$ cat src/rtl/mash_pkg.sv
// rtl/mash_pkg.sv - shared constants and state type for the MASH divide-value blocks
//
// Purpose: constants common to the MASH 1-1-1 modulator and its ratio decoder,
//          plus the decoder's FSM state type.
// Ports:   none (package).
package mash_pkg;

  // Divide-value width driven out of the modulator and into the decoder.
  localparam int DIV_W  = 4;
  // Fractional width of the modulator's in_f input and the decoder's avg_f output.
  localparam int FRAC_W = 16;

  typedef enum logic [1:0] {
    IDLE = 2'd0,
    RUN  = 2'd1,
    DONE = 2'd2
  } state_e;

endpackage

$ cat src/rtl/window_accumulator.sv
// rtl/window_accumulator.sv - running sum, sample count and min/max over one window
//
// Purpose: accumulates accepted divide values for one measurement window.
// Ports:
//   clk, rst   clock and synchronous active-high reset
//   clr        restart the window (sum/count to 0, min tracker to all-ones, max to 0)
//   acc_en     in_div is an accepted sample this cycle
//   in_div     divide value
//   sum        running sum including this cycle's accepted sample
//   last       this accept completes the window (count == 2^LOG2_WIN-1)
//   min_trk    running minimum including this cycle's accepted sample
//   max_trk    running maximum including this cycle's accepted sample
module window_accumulator #(
  parameter int LOG2_WIN = 16,
  parameter int DIV_W    = mash_pkg::DIV_W
) (
  input  logic                      clk,
  input  logic                      rst,
  input  logic                      clr,
  input  logic                      acc_en,
  input  logic [DIV_W-1:0]          in_div,
  output logic [DIV_W+LOG2_WIN-1:0] sum,
  output logic                      last,
  output logic [DIV_W-1:0]          min_trk,
  output logic [DIV_W-1:0]          max_trk
);
  import mash_pkg::*;

  localparam int SUM_W = DIV_W + LOG2_WIN;
  localparam int CNT_W = LOG2_WIN + 1;

  logic [SUM_W-1:0] sum_q, sum_d;
  logic [CNT_W-1:0] cnt_q, cnt_d;
  logic [DIV_W-1:0] min_q, min_d;
  logic [DIV_W-1:0] max_q, max_d;

  always_comb begin
    sum_d = sum_q;
    cnt_d = cnt_q;
    min_d = min_q;
    max_d = max_q;
    if (clr) begin
      sum_d = '0;
      cnt_d = '0;
      min_d = '1;
      max_d = '0;
    end else if (acc_en) begin
      sum_d = sum_q + SUM_W'(in_div);
      cnt_d = cnt_q + CNT_W'(1);
      if (in_div < min_q) min_d = in_div;
      if (in_div > max_q) max_d = in_div;
    end
  end

  always_ff @(posedge clk) begin
    if (rst) begin
      sum_q <= '0;
      cnt_q <= '0;
      min_q <= '0;
      max_q <= '0;
    end else begin
      sum_q <= sum_d;
      cnt_q <= cnt_d;
      min_q <= min_d;
      max_q <= max_d;
    end
  end

  // The next-state values are exported so the top can publish the finished
  // window on the same edge that absorbs its final sample.
  assign sum     = sum_d;
  assign min_trk = min_d;
  assign max_trk = max_d;
  assign last    = acc_en && !clr && (cnt_q == CNT_W'((1 << LOG2_WIN) - 1));

endmodule

$ cat src/rtl/mash_ratio_decoder.sv
// rtl/mash_ratio_decoder.sv - recovers mean divide ratio and min/max from a MASH stream
//
// Purpose: measures the mean of 2^LOG2_WIN accepted divide values and reports
//          it as integer + left-justified fraction, plus the window min/max.
// Ports:
//   clk, rst          clock and synchronous active-high reset
//   start             begin / restart a measurement window
//   in_valid, in_div  divide-value sample stream
//   busy              window is being accumulated
//   done              one-cycle pulse, result registers updated
//   avg_i, avg_f      mean divide value, integer and fractional parts
//   min_div, max_div  extremes of the last completed window
module mash_ratio_decoder #(
  parameter int LOG2_WIN = 16,
  parameter int DIV_W    = mash_pkg::DIV_W,
  parameter int FRAC_W   = mash_pkg::FRAC_W
) (
  input  logic              clk,
  input  logic              rst,
  input  logic              start,
  input  logic              in_valid,
  input  logic [DIV_W-1:0]  in_div,
  output logic              busy,
  output logic              done,
  output logic [DIV_W-1:0]  avg_i,
  output logic [FRAC_W-1:0] avg_f,
  output logic [DIV_W-1:0]  min_div,
  output logic [DIV_W-1:0]  max_div
);
  import mash_pkg::*;

  state_e                    state_q, state_d;
  logic                      acc_en;
  logic                      last;
  logic [DIV_W+LOG2_WIN-1:0] sum;
  logic [DIV_W-1:0]          min_trk, max_trk;

  logic                      busy_q, done_q;
  logic [DIV_W-1:0]          avg_i_q, min_q, max_q;
  logic [FRAC_W-1:0]         avg_f_q;

  // A start in RUN discards that cycle's sample: the clear wins over the accept.
  assign acc_en = (state_q == RUN) && in_valid && !start;

  window_accumulator #(
    .LOG2_WIN (LOG2_WIN),
    .DIV_W    (DIV_W)
  ) u_acc (
    .clk     (clk),
    .rst     (rst),
    .clr     (start),
    .acc_en  (acc_en),
    .in_div  (in_div),
    .sum     (sum),
    .last    (last),
    .min_trk (min_trk),
    .max_trk (max_trk)
  );

  always_comb begin
    state_d = state_q;
    case (state_q)
      IDLE:    if (start) state_d = RUN;
      RUN:     if (start) state_d = RUN;
               else if (last) state_d = DONE;
      DONE:    state_d = start ? RUN : IDLE;
      default: state_d = IDLE;
    endcase
  end

  always_ff @(posedge clk) begin
    if (rst) begin
      state_q <= IDLE;
      busy_q  <= 1'b0;
      done_q  <= 1'b0;
      avg_i_q <= '0;
      avg_f_q <= '0;
      min_q   <= '0;
      max_q   <= '0;
    end else begin
      state_q <= state_d;
      busy_q  <= (state_d == RUN);
      done_q  <= (state_d == DONE);
      if (state_d == DONE) begin
        // Dividing by 2^LOG2_WIN is a bit split; the remainder is left-justified.
        avg_i_q <= sum[LOG2_WIN+DIV_W-1:LOG2_WIN];
        avg_f_q <= FRAC_W'(sum[LOG2_WIN-1:0]) << (FRAC_W - LOG2_WIN);
        min_q   <= min_trk;
        max_q   <= max_trk;
      end
    end
  end

  assign busy    = busy_q;
  assign done    = done_q;
  assign avg_i   = avg_i_q;
  assign avg_f   = avg_f_q;
  assign min_div = min_q;
  assign max_div = max_q;

endmodule

$ cat config.mk
export PLATFORM = sky130hd
export DESIGN_NAME = mash_ratio_decoder
export DESIGN_NICKNAME = d
export VERILOG_FILES = /design/src/rtl/mash_pkg.sv /design/src/rtl/window_accumulator.sv /design/src/rtl/mash_ratio_decoder.sv
export SDC_FILE = /design/constraint.sdc
export NUM_CORES = 1
export LEC_CHECK = 0
export BUFFER_PORTS_ARGS = -buffer_cell sky130_fd_sc_hd__clkbuf_2
export CAP_MARGIN = 0
export CORE_MARGIN = 5
export CORE_UTILIZATION = 36
export DETAILED_ROUTE_END_ITERATION = 16
export GPL_ROUTABILITY_DRIVEN = 0
export SLEW_MARGIN = 20
export SYNTH_ARGS = -nofsm -noshare
export SYNTH_HDL_FRONTEND = slang
export SYNTH_HIERARCHICAL = 1
export SYNTH_SLANG_ARGS = --single-unit
$ cat constraint.sdc
create_clock -name clk -period 3.2 [get_ports clk]
set_clock_uncertainty 0.15 [all_clocks]
set_input_delay 0.48 -clock clk [delete_from_list [all_inputs] [get_ports clk]]
set_output_delay 0.48 -clock clk [all_outputs]
set_load 0.05 [all_outputs]
==> impl_metrics.tcl, run 1 <==
set metrics [dict create \
    status "finished clean" \
    drt-total-wl_um 8190 \
    die-area_um2 13300 \
    cp.required_ns 3.30 \
    synth_compound_area_frac 0.117 \
    grt_max_degree 72 \
    grt_pass1_vias 3069 \
    cap_violations 0 \
    post_dp_cell_area_um2 4240 \
    vias 3210 \
    cts_tree "yes" \
    ctsResizeCount 0 \
    finalCritPeriodShare 0.853 \
    drt_iter0_drc 175 \
    final_cell_count_no_fill 622 \
    antenna_found_initial 0 \
    start_util 0.368 \
    preCtsSetupSlack_ns 0.158 \
    cp-end-kind "register" \
    synth_nets 471 \
    worstMarginPinSlew_ns 0.662 \
    slew_viol_final 0 \
    coreArea_um2 10800 \
    antennaDiodeCount 0 \
    ant_nets 0 \
    synth_cells 449 \
    synth_top_family_by_area "simple AND/OR/NAND/NOR gates" \
    synth_area_per_cell_um2 8.88 \
    critPathLaunch "u_acc/sum_q[0]" \
    yosysSeqAreaShare 0.387 \
    leakagePower_nw 1.55 \
    path_clk_slew_ns 0.08 \
    muxShareOfSynthArea 0.0992 \
    fin_crit_ns 2.73 \
    nets 499 \
    hold_viol 0 \
    ys_types 48 \
    synth-edff-count 0 \
    portBuffers 37 \
    p_per_area_nw_per_um2 410 \
    clk_latency_ns 0.35 \
    p_total_mw 1.82 \
    ys_ff_latch 77 \
    hold_path_depth 2 \
    htree_levels 3 \
    min_path_type "reg -> reg" \
    synthTopCellsByCount "dfxtp_1 (77), nand2b_1 (59), a21oi_1 (35), mux2i_1 (35), nor2_1 (33)" \
    num_io_pins 38 \
    cp.arrival_ns 2.82 \
    post-cts-setup-buffers 0 \
    drt_first_pass_iters 4 \
    die_h_um 115 \
    synth_fa_ha_area_frac 0.0458 \
    design_area_um2 4440 \
    clk_path_buf_depth 2 \
    cts.sinks 77 \
    grt.total_usage 0.131 \
    numCtsBuffers 9 \
    root_buffer "clkbuf_8" \
    path_max_fanout 8 \
    yosysTopAreaCellShare 0.387 \
    yosysMostFrequentCell "dfxtp_1" \
    synthTopCellsByArea "dfxtp_1 (39%), nand2b_1 (9.3%), mux2i_1 (8.8%)" \
    area_delta_synth_final_pct 11.4 \
    reg2reg_from "u_acc/sum_q[0]" \
    routed_via_density 5.16 \
    synthXorXnorAreaFrac 0.0351 \
    yosysTopAreaCell "dfxtp_1" \
    synth-simple-area-share 0.261 \
    tns_ns 0 \
    gr-total-overflow 0 \
    finalWorstSetupSlack_ns 0.472 \
    synth_async_sr_flop_share 0 \
    fp-row-count 38 \
    setup_viol 0 \
    hp-start "avg_f[8]" \
    syn_area_um2 3990 \
    ys.warnings.count 6 \
    start_kind "register" \
    vdd_drop_max_mv 0.191 \
    worstSetupPathType "reg -> reg" \
    holdBufCountCts 0 \
    rsz0062_at_grt "false" \
    whs_ns 0.322 \
    synth_ff_type "dfxtp_1" \
    wl_per_cell_um 13.2 \
    drive_gt1_frac 0.143 \
    grt_pass1_wl_um 14000 \
    placed_cells 606 \
    relSlewSlack 0.547 \
    die_w_um 115 \
    dp_hpwl_um 5650 \
    drc 0 \
    utilization 0.410 \
    reg2regPathDepth 9 \
    fmax_mhz 367 \
]
## state kept, by name (all words and copies together) (netlist names)
register,count
u_acc/sum_q,20
u_acc/cnt_q,17
avg_f,16
avg_i,4
max_div,4
min_div,4
u_acc/max_q,4
u_acc/min_q,4
state_q,2
busy,1
done,1
## power breakdown
group / internal (mW) / switching, mW
combinational: 0.0424 / 0.0687
sequential: 0.964 / 0.00342
clock: 0.378 / 0.365
## logic make-up (layout without fill, tap and decap cells)
| group | count (synthesis) | in the layout |
|---|---|---|
| AO/OA/AOI/OAI | 77 | 77 |
| XOR/XNOR | 16 | 16 |
| adder cells (fa/ha/maj) | 14 | 14 |
| buffers and inverters | 42 | 75 |
| flip-flops | 77 | 77 |
| multiplexers | 39 | 39 |
| AND/OR/NAND/NOR | 184 | 184 |
## routing by layer
metal,track usage,up-vias,part of all wire
met5,0,-,0
met4,0.0548,0,0.017
met3,0.0347,12,0.043
met2,0.218,59,0.47
met1,0.160,1513,0.47
li1,-,1626,-
## cells in the final DEF (no fill, tap or decap), drive strengths merged, types with 6 or more instances in the layout
cell type   n
clkbuf     47
ha         13
dfxtp      77
mux2i      35
nand4      10
nand2      21
xor2       11
nand2b     59
nand3      13
nor2       33
a211oi      6
inv        17
or3        12
a21oi      35
o21ai      13
a21o        6
## critical path, stage by stage (launching register included)
cell and delay [ns]:
dfxtp_1 0.33, ha_1 0.16, inv_1 0.05, fa_1 0.39
nand2b_1 0.20, a21o_1 0.28, nor4_1 0.53, mux2_2 0.40
nand2b_1 0.07, mux2i_1 0.06
## cell type report
cell class	count	area, um^2
timing repair buffer	42	235
clock buffer	10	138
sequential	77	1540
multi-input combinational	330	2230
tap	140	175
fill	1100	6400
inverter	17	63.8
clock inverter	6	62.6
## path summary, 6_finish.rpt
kind | endpoint | slack, ns
worst min-delay path | avg_f[8] | 0.32
worst max register to register | avg_i[0] | 0.47
worst min register to register | avg_f[8] | 0.32
worst max-delay path | avg_i[0] | 0.47
Note: power is estimated with default switching activity, not from simulation.
==> inputs of run 2 (changes only) <==
ABC_AREA = 1   (was default)
SYNTH_HIERARCHICAL = default   (was 1)
==> run 2 against run 1 <==
Against the previous run: flip-flop and latch count is the same; worst setup slack gained 0.32 ns; global-route usage grew 1.6 points; sequential share of layout area grew 2.4 points; via count grew 3.7%; largest power group unchanged; highest routed layer unchanged.
==> impl_metrics.tcl, run 2 <==
set metrics [dict create \
    yosysTopAreaCell "dfxtp_1" \
    largest_register_ffs 20 \
    fillCellCount 1053 \
    start_kind "register" \
    synth_async_sr_flop_share 0 \
    top_register "u_acc.sum_q" \
    drt_first_pass_iters 4 \
    syn_area_um2 3650 \
    fp-row-count 36 \
    regArea_um2 1540 \
    dp_hpwl_um 6310 \
    synth_area_per_cell_um2 7.15 \
    routed.top_layer "met4" \
    tns_ns 0 \
    grt.total_usage 0.147 \
    die_w_um 111 \
    grt_max_degree 27 \
    fin_crit_ns 2.41 \
    num_io_pins 38 \
    yosysSeqAreaShare 0.423 \
    cts_tree "yes" \
    relSlewSlack 0.553 \
    ctsResizeCount 0 \
    synth_cells 510 \
    mostFrequentLayoutCells "nand2_1 (144), dfxtp_1 (77), inv_1 (56)" \
    rsz0062_at_grt "false" \
    yosysTopAreaCellShare 0.423 \
    min_path_type "reg -> reg" \
    p_per_area_nw_per_um2 435 \
    crit_top_cell "ha_1" \
    synth_top_family_by_area "simple AND/OR/NAND/NOR gates" \
    ys.warnings.count 0 \
    wl_per_cell_um 12.6 \
    fmax_mhz 415 \
    worstMarginPinSlew_ns 0.669 \
    multi_input_area_um2 1830 \
    hold_viol 0 \
    cp.arrival_ns 2.53 \
    yosysMostFrequentCell "nand2_1" \
    drive_gt1_frac 0.123 \
    preCtsSetupSlack_ns 0.795 \
    slowest_delay_ns 0.45 \
    status "finished clean" \
    nets 571 \
    synth_nets 532 \
    final_cell_count_no_fill 687 \
    grt_pass1_wl_um 15000 \
    synth_ff_type "dfxtp_1" \
    portBuffers 37 \
    synth-edff-count 0 \
    die_h_um 111 \
    path_max_fanout 15 \
    gr-total-overflow 0 \
    vdd_drop_max_mv 0.214 \
    cp-end-kind "register" \
    numCtsBuffers 9 \
    holdBufCountCts 0 \
    setup_viol 0 \
    path_cells "ha_1, nand3_1, nor4b_1, ha_1, nand2_2, nor2_4, inv_1, o21ai_0" \
    synthTopCellsByArea "dfxtp_1 (42%), nand2_1 (15%), nand3_1 (6.0%)" \
    slew_viol_final 0 \
    drt_iter0_drc 107 \
    drt-total-wl_um 8670 \
    ys_ff_latch 77 \
    wl_met3_um 478 \
    crit_slowest_cell "nor4b_1" \
    mostFrequentLayoutCell "nand2_1" \
    ys_types 34 \
    htree_levels 3 \
    synth_fa_ha_area_frac 0.0501 \
    placed_cells 671 \
    vias 3329 \
    routed_via_density 4.85 \
    drc 0 \
    synth_compound_area_frac 0.0892 \
    synthTopCellsByCount "nand2_1 (144), dfxtp_1 (77), inv_1 (56)" \
    clk_latency_ns 0.35 \
    finalCritPeriodShare 0.754 \
    grt_pass1_vias 3263 \
    met1Wirelength_um 4080 \
    area_delta_synth_final_pct 13.9 \
    synth-simple-area-share 0.341 \
    worstSetupPathType "reg -> reg" \
    cap_violations 0 \
    ant_nets 0 \
    muxShareOfSynthArea 0.00275 \
    antenna_found_initial 0 \
    post-cts-setup-buffers 0 \
    finalWorstSetupSlack_ns 0.788 \
    cts.sinks 77 \
    path_clk_slew_ns 0.08 \
    start_util 0.371 \
    wl_met2_um 4020 \
    clk_path_buf_depth 2 \
    antennaDiodeCount 0 \
    die-area_um2 12200 \
    synthXorXnorAreaFrac 0.0192 \
    cp.required_ns 3.32 \
    coreArea_um2 9820 \
    root_buffer "clkbuf_8" \
    leakagePower_nw 1.74 \
]
-- run 2: cell types whose count changed after synthesis, moves of 10 or more --
cell and change:
a21oi_1 -11, clkbuf_1 -15, inv_1 +39, mux2i_1 -34, nand2_1 +123, nand2b_1 -59, nand3_1 +32, nor2_1 +19
o21ai_1 +10, or3_1 -10
-- run 2: layout make-up --
class,instances,share of cell area
clock inverters,6,0.0154
well taps,133,0.0401
inverters,59,0.0533
repair buffers,39,0.0482
clock buffers,10,0.0307
multi-input cells,363,0.441
flip-flops and latches,77,0.371
-- run 2: report_power, final --
group | switching (mW) | internal, mW
logic | 0.0733 | 0.0293
clock network | 0.373 | 0.359
registers | 0.00531 | 0.966
-- run 2: path summary, 6_finish.rpt --
| check | to | slack (ns) | depth (start not counted) | start |
|---|---|---|---|---|
| setup / recovery | avg_f[10] | 0.79 | 8 | u_acc.cnt_q[0] |
| setup reg to reg | avg_f[10] | 0.79 | 8 | u_acc.cnt_q[0] |
| hold reg to reg | min_div[2] | 0.30 | 2 | min_div[2] |
| hold / removal | min_div[2] | 0.30 | 2 | min_div[2] |
-- run 2: stage by stage --
| step | util | hold slack [ns] | total power [mW] | area [um^2] |
|---|---|---|---|---|
| floorplan | - | 0.302 | 1.07 | 3650 |
| global placement | 0.403 | 0.289 | 1.10 | 3960 |
| detailed placement | 0.403 | 0.291 | 1.10 | 3960 |
| CTS | 0.423 | 0.302 | 1.83 | 4150 |
| global route | 0.423 | 0.330 | 1.89 | 4150 |
| finish | 0.423 | 0.305 | 1.81 | 4150 |
-- run 2: worst max-delay path: cells and delay by family (launching register included) --
kind,cells,cell delay (ns)
compound gates,1,0.25
fa+ha+maj,2,0.46
buf+inv,1,0.26
flops,1,0.42
simple gates,4,0.78
-- run 2: per-layer routing --
layer  global-route usage  vias to the layer above
met5                    0                        -
met4               0.0525                        0
met3               0.0421                        7
met2                0.241                       69
met1                0.184                     1524
li1                     -                     1729
-- run 2: cell families (layout without fill, tap and decap cells) --
family | count (synthesis) | in the layout
flops | 77 | 77
compound gates | 62 | 62
xor+xnor | 8 | 8
mux | 1 | 1
fa+ha+maj | 14 | 14
simple gates | 278 | 278
buf+inv | 70 | 114
